### config.mk
export PLATFORM = sky130hd
export DESIGN_NAME = dmem_arbiter
export DESIGN_NICKNAME = d
export VERILOG_FILES = /design/src/rtl/dmem_arbiter.sv
export SDC_FILE = /design/constraint.sdc
export NUM_CORES = 1
export LEC_CHECK = 0
export ABC_AREA = 1
export BUFFER_PORTS_ARGS = -buffer_cell sky130_fd_sc_hd__clkbuf_2
export CAP_MARGIN = 20
export CELL_PAD_IN_SITES_DETAIL_PLACEMENT = 0
export CELL_PAD_IN_SITES_GLOBAL_PLACEMENT = 2
export CORE_UTILIZATION = 25
export CTS_BUF_LIST = sky130_fd_sc_hd__clkbuf_4 sky130_fd_sc_hd__clkbuf_8
export CTS_CLUSTER_DIAMETER = 80
export DETAILED_ROUTE_END_ITERATION = 12
export PLACE_DENSITY = 0.89
export SKIP_CTS_REPAIR_TIMING = 1
export SYNTH_ARGS = -nofsm -noshare
export SYNTH_HDL_FRONTEND = slang
export SYNTH_SLANG_ARGS = --single-unit
### constraint.sdc
create_clock -name clk -period 4.6 [get_ports clk]
set_input_delay 0.69 -clock clk [delete_from_list [all_inputs] [get_ports clk]]
set_output_delay 0.69 -clock clk [all_outputs]
set_load 0.02 [all_outputs]
### src/rtl/dmem_arbiter.sv
// Two-port arbiter in front of a single-port data memory, with lockable ownership and registered read return.
// Optional feature: define DMEM_ARB_RR_EN for round-robin IDLE priority (default build: fixed A over B).
module dmem_arbiter #(
    parameter int LOCK_MAX = 16,
    parameter int CNT_W    = 5
) (
    input  logic        clk,
    input  logic        rst,
    input  logic        a_req,
    input  logic        a_lock,
    input  logic [3:0]  a_we,
    input  logic [13:0] a_addr,
    input  logic [31:0] a_wdata,
    output logic        a_gnt,
    output logic        a_rvalid,
    output logic [31:0] a_rdata,
    input  logic        b_req,
    input  logic        b_lock,
    input  logic [3:0]  b_we,
    input  logic [13:0] b_addr,
    input  logic [31:0] b_wdata,
    output logic        b_gnt,
    output logic        b_rvalid,
    output logic [31:0] b_rdata,
    output logic        mem_en,
    output logic [3:0]  mem_we,
    output logic [13:0] mem_addr,
    output logic [31:0] mem_din,
    input  logic [31:0] mem_dout
);
    typedef enum logic [1:0] {
        IDLE  = 2'd0,
        OWN_A = 2'd1,
        OWN_B = 2'd2
    } state_t;

    localparam logic             PORT_A  = 1'b0;
    localparam logic             PORT_B  = 1'b1;
    localparam logic [CNT_W-1:0] CNT_MAX = CNT_W'(LOCK_MAX);
    localparam logic [CNT_W-1:0] CNT_ONE = CNT_W'(1);

    state_t           state_reg, state_next;
    logic [CNT_W-1:0] lock_cnt_reg, lock_cnt_next;
    logic             last_reg, last_next;
    logic             forced_next;
    logic             prio_b;
    logic             gnt_a, gnt_b;

`ifdef DMEM_ARB_RR_EN
    assign prio_b = (last_reg == PORT_A);
`else
    // Remembers a forced release for one cycle so the starved port gets a turn.
    logic release_reg;

    always_ff @(posedge clk) begin
        if (rst) begin
            release_reg <= 1'b0;
        end else begin
            release_reg <= forced_next;
        end
    end

    assign prio_b = release_reg && (last_reg == PORT_A);
`endif

    always_ff @(posedge clk) begin
        if (rst) begin
            state_reg    <= IDLE;
            lock_cnt_reg <= '0;
            last_reg     <= PORT_B;
        end else begin
            state_reg    <= state_next;
            lock_cnt_reg <= lock_cnt_next;
            last_reg     <= last_next;
        end
    end

    always_comb begin
        state_next    = state_reg;
        lock_cnt_next = lock_cnt_reg;
        last_next     = last_reg;
        forced_next   = 1'b0;
        gnt_a         = 1'b0;
        gnt_b         = 1'b0;
        case (state_reg)
            IDLE: begin
                if (b_req && (prio_b || !a_req)) begin
                    gnt_b     = 1'b1;
                    last_next = PORT_B;
                    if (b_lock) begin
                        state_next    = OWN_B;
                        lock_cnt_next = CNT_ONE;
                    end
                end else if (a_req) begin
                    gnt_a     = 1'b1;
                    last_next = PORT_A;
                    if (a_lock) begin
                        state_next    = OWN_A;
                        lock_cnt_next = CNT_ONE;
                    end
                end
            end
            OWN_A: begin
                if (lock_cnt_reg == CNT_MAX) begin
                    state_next    = IDLE;
                    lock_cnt_next = '0;
                    last_next     = PORT_A;
                    forced_next   = 1'b1;
                end else if (!a_lock) begin
                    // Dropping the lock still lets a same-cycle request through.
                    gnt_a         = a_req;
                    state_next    = IDLE;
                    lock_cnt_next = '0;
                    if (a_req) begin
                        last_next = PORT_A;
                    end
                end else if (a_req) begin
                    gnt_a         = 1'b1;
                    lock_cnt_next = lock_cnt_reg + CNT_ONE;
                    last_next     = PORT_A;
                end
            end
            OWN_B: begin
                if (lock_cnt_reg == CNT_MAX) begin
                    state_next    = IDLE;
                    lock_cnt_next = '0;
                    last_next     = PORT_B;
                    forced_next   = 1'b1;
                end else if (!b_lock) begin
                    gnt_b         = b_req;
                    state_next    = IDLE;
                    lock_cnt_next = '0;
                    if (b_req) begin
                        last_next = PORT_B;
                    end
                end else if (b_req) begin
                    gnt_b         = 1'b1;
                    lock_cnt_next = lock_cnt_reg + CNT_ONE;
                    last_next     = PORT_B;
                end
            end
            default: begin
                state_next    = IDLE;
                lock_cnt_next = '0;
            end
        endcase
        if (rst) begin
            gnt_a = 1'b0;
            gnt_b = 1'b0;
        end
    end

    assign a_gnt  = gnt_a;
    assign b_gnt  = gnt_b;
    assign mem_en = gnt_a | gnt_b;

    always_comb begin
        mem_we   = '0;
        mem_addr = '0;
        mem_din  = '0;
        if (gnt_a) begin
            mem_we   = a_we;
            mem_addr = a_addr;
            mem_din  = a_wdata;
        end else if (gnt_b) begin
            mem_we   = b_we;
            mem_addr = b_addr;
            mem_din  = b_wdata;
        end
    end

    // Per-port read return: index 0 is port A, index 1 is port B.
    logic        port_rd   [2];
    logic        rvalid_reg[2];
    logic [31:0] rdata_reg [2];

    assign port_rd[0] = gnt_a && (a_we == 4'h0);
    assign port_rd[1] = gnt_b && (b_we == 4'h0);

    generate
        for (genvar gi = 0; gi < 2; gi++) begin : g_resp
            always_ff @(posedge clk) begin
                if (rst) begin
                    rvalid_reg[gi] <= 1'b0;
                    rdata_reg[gi]  <= '0;
                end else begin
                    rvalid_reg[gi] <= port_rd[gi];
                    if (port_rd[gi]) begin
                        rdata_reg[gi] <= mem_dout;
                    end
                end
            end
        end
    endgenerate

    assign a_rvalid = rvalid_reg[0];
    assign a_rdata  = rdata_reg[0];
    assign b_rvalid = rvalid_reg[1];
    assign b_rdata  = rdata_reg[1];

endmodule

==> key figures, run 1 <==
CTS
  • CTS Root Cell: clkbuf_8
  • CTS Buf Count: 9
  • Worst-path clk slew: 0.09 ns
  • TritonCTS clock tree: yes
  • Clk sinks: 75
  • Insertion delay to the later sink of the worst-skew pair: 0.35 ns
  • Worst-case clock buffer depth: 2
  • Htree depth: 3

Floorplanning
  • Core area: 15,800 µm²
  • Row cnt: 46
  • DIE AREA: 16,600 µm²
  • I/O pins: 257
  • Chip Width: 129 µm
  • Die span in y: 129 µm
  • Initial core utilization: 0.254

Placed design
  • HPWL after detailed placement: 9.96 mm
  • GP Congestion: 0.806
  • DP Area: 5460 µm²
  • Buffers on Ports: 256

Timing
  • Period utilization: 0.715
  • TNS Setup: 0 ns
  • Worst relative slew slack: 0.506
  • Worst Tran Pin Value: 0.738 ns
  • RSZ-0062 raised after global routing: false
  • Min Tclk post-route: 3.29 ns
  • Setup Viol. Count Final: 0
  • Worst clock skew: 0.0133 ns
  • Slew Limit Fails: 0
  • Final Hold Vio Count: 0
  • Fmax: 304 MHz

Finish
  • Post-layout nets: 854
  • N_diodes: 0
  • Final Cell Area: 5710 µm²
  • Utilization after layout: 0.361
  • Commonest non-fill, non-tap cell in the layout: clkbuf_2
  • Most frequent cells in the layout: 256 x clkbuf_2, 130 x nand2_1, 64 x edfxtp_1, 52 x inv_1, 49 x o21ai_1
  • P&R area growth vs syn: 41.7%
  • Share of layout cells above drive strength 1: 0.473
  • Max reg flops: 64

Run
  • Max-capacitance violation count: 0

Global routing
  • Initial antenna violation count: 0
  • GRT overflow: 0
  • Largest net degree at the start of global routing: 53
  • Gr usage total: 0.149
  • Vias in the first global route: 3,547
  • First-pass GRT wire length: 18.8 mm

Setup path
  • Type of origin of the critical path: register
  • CP arrival: 2.60 ns
  • CP Class: reg -> out
  • Crit Path Max Fanout: 30
  • Required @ worst endpoint: 3.91 ns
  • Crit path capture type: primary output

Min path
  • Hold WC Path Type: reg -> reg

Synth
  • Seq cells post-synth: 75
  • Cells after Synth: 461
  • Yosys cell types: 27
  • Net Count, Synth: 605
  • YS warnings: 0
  • Post-Syn Area: 4030 µm²
  • Avg Cell Area, Syn: 8.74 µm²
  • Sequential share of the synthesized area: 0.532

Pwr
  • Max rail drop VDD: 0.155 mV
  • Pwr dens: 330 nW/µm²
  • Leakage: 2.96 nW

Detailed routing
  • Residual DRC: 0
  • DR vias/cell: 4.11
  • WL/cell: 13.7 µm
  • Vias: 3,829
  • Total wire length: 12.8 mm
  • 1st-iter DRT viols: 179
  • DRT antenna net count: 0
  • First-pass DRT Iterations: 4

Outcome
  • Run status: completed
[cells in the mapped netlist, drive strengths merged]
cell type    n  share of area
o211ai       1         0.0019
or2          1         0.0016
dfxtp       11          0.055
nand3       15          0.019
nor4         2         0.0031
ha           6          0.019
o21ai       53          0.067
buf         17          0.031
nor2        79           0.11
nor3         2         0.0025
clkinv       1         0.0012
nand3b       1         0.0019
a21oi        5         0.0062
nand4        6         0.0093
clkbuf       5         0.0047
edfxtp      64           0.48
nand2      136           0.14
inv         56          0.052
[worst paths after layout]
| check | start | to | slack, ns | cells after the start |
|---|---|---|---|---|
| worst min-delay path | state_reg[1] | state_reg[1] | 0.52 | 2 |
| worst max register to register | lock_cnt_reg[0] | rdata_reg[1][4] | 1.61 | 12 |
| worst min register to register | state_reg[1] | state_reg[1] | 0.52 | 2 |
| worst max-delay path | lock_cnt_reg[0] | mem_din[4] | 1.31 | 13 |
[report_power, final]
part	leakage, nW	total [mW]	internal [mW]	switching [mW]
combinational	2.09	0.481	0.159	0.323
sequential	0.751	0.782	0.767	0.0143
clock	0.124	0.618	0.369	0.250
[logic make-up after synthesis]
logic type      Yosys count  synth area share
compound gates           59            0.0749
fa+ha+maj                 6            0.0186
buf+inv                  79            0.0895
flops                    75             0.532
simple gates            242             0.285
[final cells by class]
cell class              instances  area, µm²
multi-input cells             307       1530
fillers                      1700      10100
clock buffers                  10        131
well taps                     216        270
inverters                      57        215
repair buffers                260       1310
flip-flops and latches         75       2140
clock inverters                 6        113
[critical path, stage by stage (launching register included)]
cell and delay, ns:
dfxtp_1 0.34, inv_1 0.09, ha_1 0.22, nand2_1 0.07, inv_1 0.05, nand2_4 0.11, nand2_1 0.08, nand2_1 0.09
nand2_2 0.06, inv_2 0.40, buf_4 0.37, nand2_1 0.08, o21ai_1 0.10, clkbuf_2 0.20
[metrics by stage]
stage / hold WS (ns) / power, mW / cells / setup WS [ns]
3_5_place_dp: 0.501 / 1.29 / 915 / 1.55
2_1_floorplan: 0.466 / 1.10 / 461 / 2.06
3_3_place_gp: 0.506 / 1.29 / 915 / 1.56
6_report: 0.516 / 1.88 / 931 / 1.31
5_1_grt: 0.532 / 1.98 / 931 / 1.05
4_1_cts: 0.515 / 1.90 / 931 / 1.31
[per-layer routing]
layer,vias up,track usage,part of all wire
met3,9,0.0395,0.083
li1,1974,-,-
met1,1658,0.177,0.42
met4,0,0.0471,0.012
met2,188,0.263,0.49
met5,-,0,0
Power figures use the tool's default switching activity.
==> run 2, diff against run 1 <==
--- a/config.mk
+++ b/config.mk
@@ -10,11 +10,11 @@
 export CAP_MARGIN = 20
 export CELL_PAD_IN_SITES_DETAIL_PLACEMENT = 0
 export CELL_PAD_IN_SITES_GLOBAL_PLACEMENT = 2
-export CORE_UTILIZATION = 25
+export CORE_UTILIZATION = 23
 export CTS_BUF_LIST = sky130_fd_sc_hd__clkbuf_4 sky130_fd_sc_hd__clkbuf_8
 export CTS_CLUSTER_DIAMETER = 80
 export DETAILED_ROUTE_END_ITERATION = 12
-export PLACE_DENSITY = 0.89
+export PLACE_DENSITY = 0.83
 export SKIP_CTS_REPAIR_TIMING = 1
 export SYNTH_ARGS = -nofsm -noshare
 export SYNTH_HDL_FRONTEND = slang
==> constraint.sdc (replaced) <==
create_clock -name clk -period 3.2 [get_ports clk]
set_input_delay 0.48 -clock clk [delete_from_list [all_inputs] [get_ports clk]]
set_output_delay 0.48 -clock clk [all_outputs]
set_load 0.02 [all_outputs]
==> run 2 against run 1 <==
  * Setup slack worse by 0.94 ns
  * Clock-buffer cell count fell by 1
  * First-iteration DRC count decreased by 16%
  * Sequential cell count stayed put
  * Sequential share of layout area is 0.60 points lower
  * Core utilization down 2.3 points
  * Non-clock buffer count up 4
  * Hold slack worse by 0.14 ns
  * Register-to-register slack got worse by 0.90 ns
  * Cell count grew 1.4%
  * Critical path type unchanged
  * Largest power group unchanged
==> key figures, run 2 (same netlist as run 1, synthesis figures left out) <==
Outcome
  • Run status: completed

Setup path
  • Required @ worst endpoint: 2.72 ns
  • Reg-to-reg startpoint: lock_cnt_reg[0]
  • Crit Path Max Fanout: 44
  • Setup slack, reg-to-reg: 0.71 ns
  • CP Class: reg -> out
  • Type of origin of the critical path: register
  • Crit path capture type: primary output
  • Reg2reg path depth: 12
  • CP arrival: 2.35 ns
  • Reg-to-Reg End: rdata_reg[1][9]
  • End point of the critical path: mem_addr[5]
  • Critical Path Source: lock_cnt_reg[0]

Detailed routing
  • Vias: 3,876
  • Residual DRC: 0
  • 1st-iter DRT viols: 150
  • WL/cell: 12.2 µm
  • Total wire length: 11.5 mm
  • DR vias/cell: 4.11
  • First-pass DRT Iterations: 7
  • DRT antenna net count: 0

Timing
  • Slew Limit Fails: 0
  • Period utilization: 0.885
  • Min Tclk post-route: 2.83 ns
  • Fmax: 353 MHz
  • Worst clock skew: 0.00852 ns
  • Setup Viol. Count Final: 0
  • RSZ-0062 raised after global routing: false
  • Worst relative slew slack: 0.487
  • Worst Tran Pin Value: 0.762 ns
  • TNS Setup: 0 ns
  • WHS: 0.371 ns
  • Final Hold Vio Count: 0

Finish
  • N_diodes: 0
  • Commonest non-fill, non-tap cell in the layout: clkbuf_2
  • Most frequent cells in the layout: 256 x clkbuf_2, 130 x nand2_1, 64 x edfxtp_1, 52 x inv_1, 49 x o21ai_1
  • P&R area growth vs syn: 44.0%
  • Utilization after layout: 0.338
  • Share of layout cells above drive strength 1: 0.476
  • Post-layout nets: 858
  • Max reg flops: 64
  • Final Cell Area: 5800 µm²
  • Layout fillers: 1,859

Floorplanning
  • I/O pins: 257
  • Chip Width: 134 µm
  • DIE AREA: 18,000 µm²
  • Row cnt: 48
  • Core area: 17,200 µm²
  • Die span in y: 134 µm
  • Initial core utilization: 0.234

Placed design
  • Buffers on Ports: 256
  • DP Area: 5530 µm²
  • HPWL after detailed placement: 8.90 mm
  • GP Congestion: 0.741

Global routing
  • Largest net degree at the start of global routing: 53
  • Initial antenna violation count: 0
  • GRT overflow: 0
  • First-pass GRT wire length: 17.7 mm
  • Gr usage total: 0.125
  • Vias in the first global route: 3,587

Pwr
  • Clock Power Share: 0.348
  • Pwr dens: 479 nW/µm²
  • Leakage: 3.00 nW
  • Max rail drop VDD: 0.197 mV
  • Switch Pwr: 829 µW
  • Logic pwr share: 0.248
  • Sw Ratio: 0.299
  • Int Power: 1.95 mW
  • Share of power burned in registers: 0.405

Run
  • Max-capacitance violation count: 0

CTS
  • Worst-case clock buffer depth: 2
  • Htree depth: 3
  • TritonCTS clock tree: yes
  • CTS Root Cell: clkbuf_8
  • Worst-path clk slew: 0.08 ns
  • Insertion delay to the later sink of the worst-skew pair: 0.34 ns
  • CTS Buf Count: 9
  • Clk sinks: 75

Min path
  • Hold WC Path Type: in -> reg
-- run 2: changes by cell type in the layout (fill, tap and decap cells not counted) --
cell	change
buf_12	+2
buf_4	+2
bufinv_16	+1
clkbuf_4	-1
clkinv_2	-1
inv_6	+1
-- run 2: layer usage --
metal	global-route usage	wire length [µm]	up-vias	part of all wire
met5	0	0	-	0
met4	0.0350	107	0	0.0093
met3	0.0268	984	6	0.085
met2	0.220	5560	196	0.48
met1	0.152	4880	1694	0.42
li1	-	-	1980	-
-- run 2: cell type report --
class	count	area, µm²	area share
clock inverters	7	146	0.0252
clock buffers	9	124	0.0214
flip-flops and latches	75	2140	0.369
repair buffers	264	1370	0.236
well taps	225	282	0.0485
inverters	57	215	0.0371
multi-input cells	307	1530	0.263
-- run 2: metrics by stage --
| stage | power [mW] | setup WS, ns | cells |
|---|---|---|---|
| after global placement | 1.85 | 0.699 | 928 |
| after global routing | 2.92 | 0.173 | 944 |
| final | 2.78 | 0.368 | 944 |
| after floorplan | 1.58 | 0.665 | 461 |
| after CTS | 2.81 | 0.315 | 944 |
| after detailed placement | 1.85 | 0.705 | 928 |
-- run 2: worst min path at each step --
stage                             from            to  depth (start not counted)  slack [ns]
final                              rst  state_reg[1]                          2        0.37
after global routing               rst  state_reg[1]                          2        0.36
after CTS                          rst  state_reg[1]                          2        0.35
after detailed placement  state_reg[1]  state_reg[1]                          2        0.50
after global placement    state_reg[1]  state_reg[1]                          2        0.49
after floorplan           state_reg[1]  state_reg[1]                          2        0.47
-- run 2: worst max-delay path: stages, from the launching register on --
cell	delay (ns)
dfxtp_1	0.35
inv_1	0.09
ha_1	0.20
nand2_1	0.06
inv_1	0.06
nand2_4	0.10
nand2_2	0.07
o21ai_2	0.15
nand2_4	0.28
buf_4	0.29
o21ai_1	0.15
clkbuf_2	0.19
-- run 2: power groups by stage --
stage	registers, mW	clock network (mW)	logic [mW]
final	1.12	0.965	0.688
after global routing	1.13	1.03	0.762
after CTS	1.12	0.988	0.701
after detailed placement	1.15	0	0.699
after global placement	1.14	0	0.708
after floorplan	1.19	0	0.388
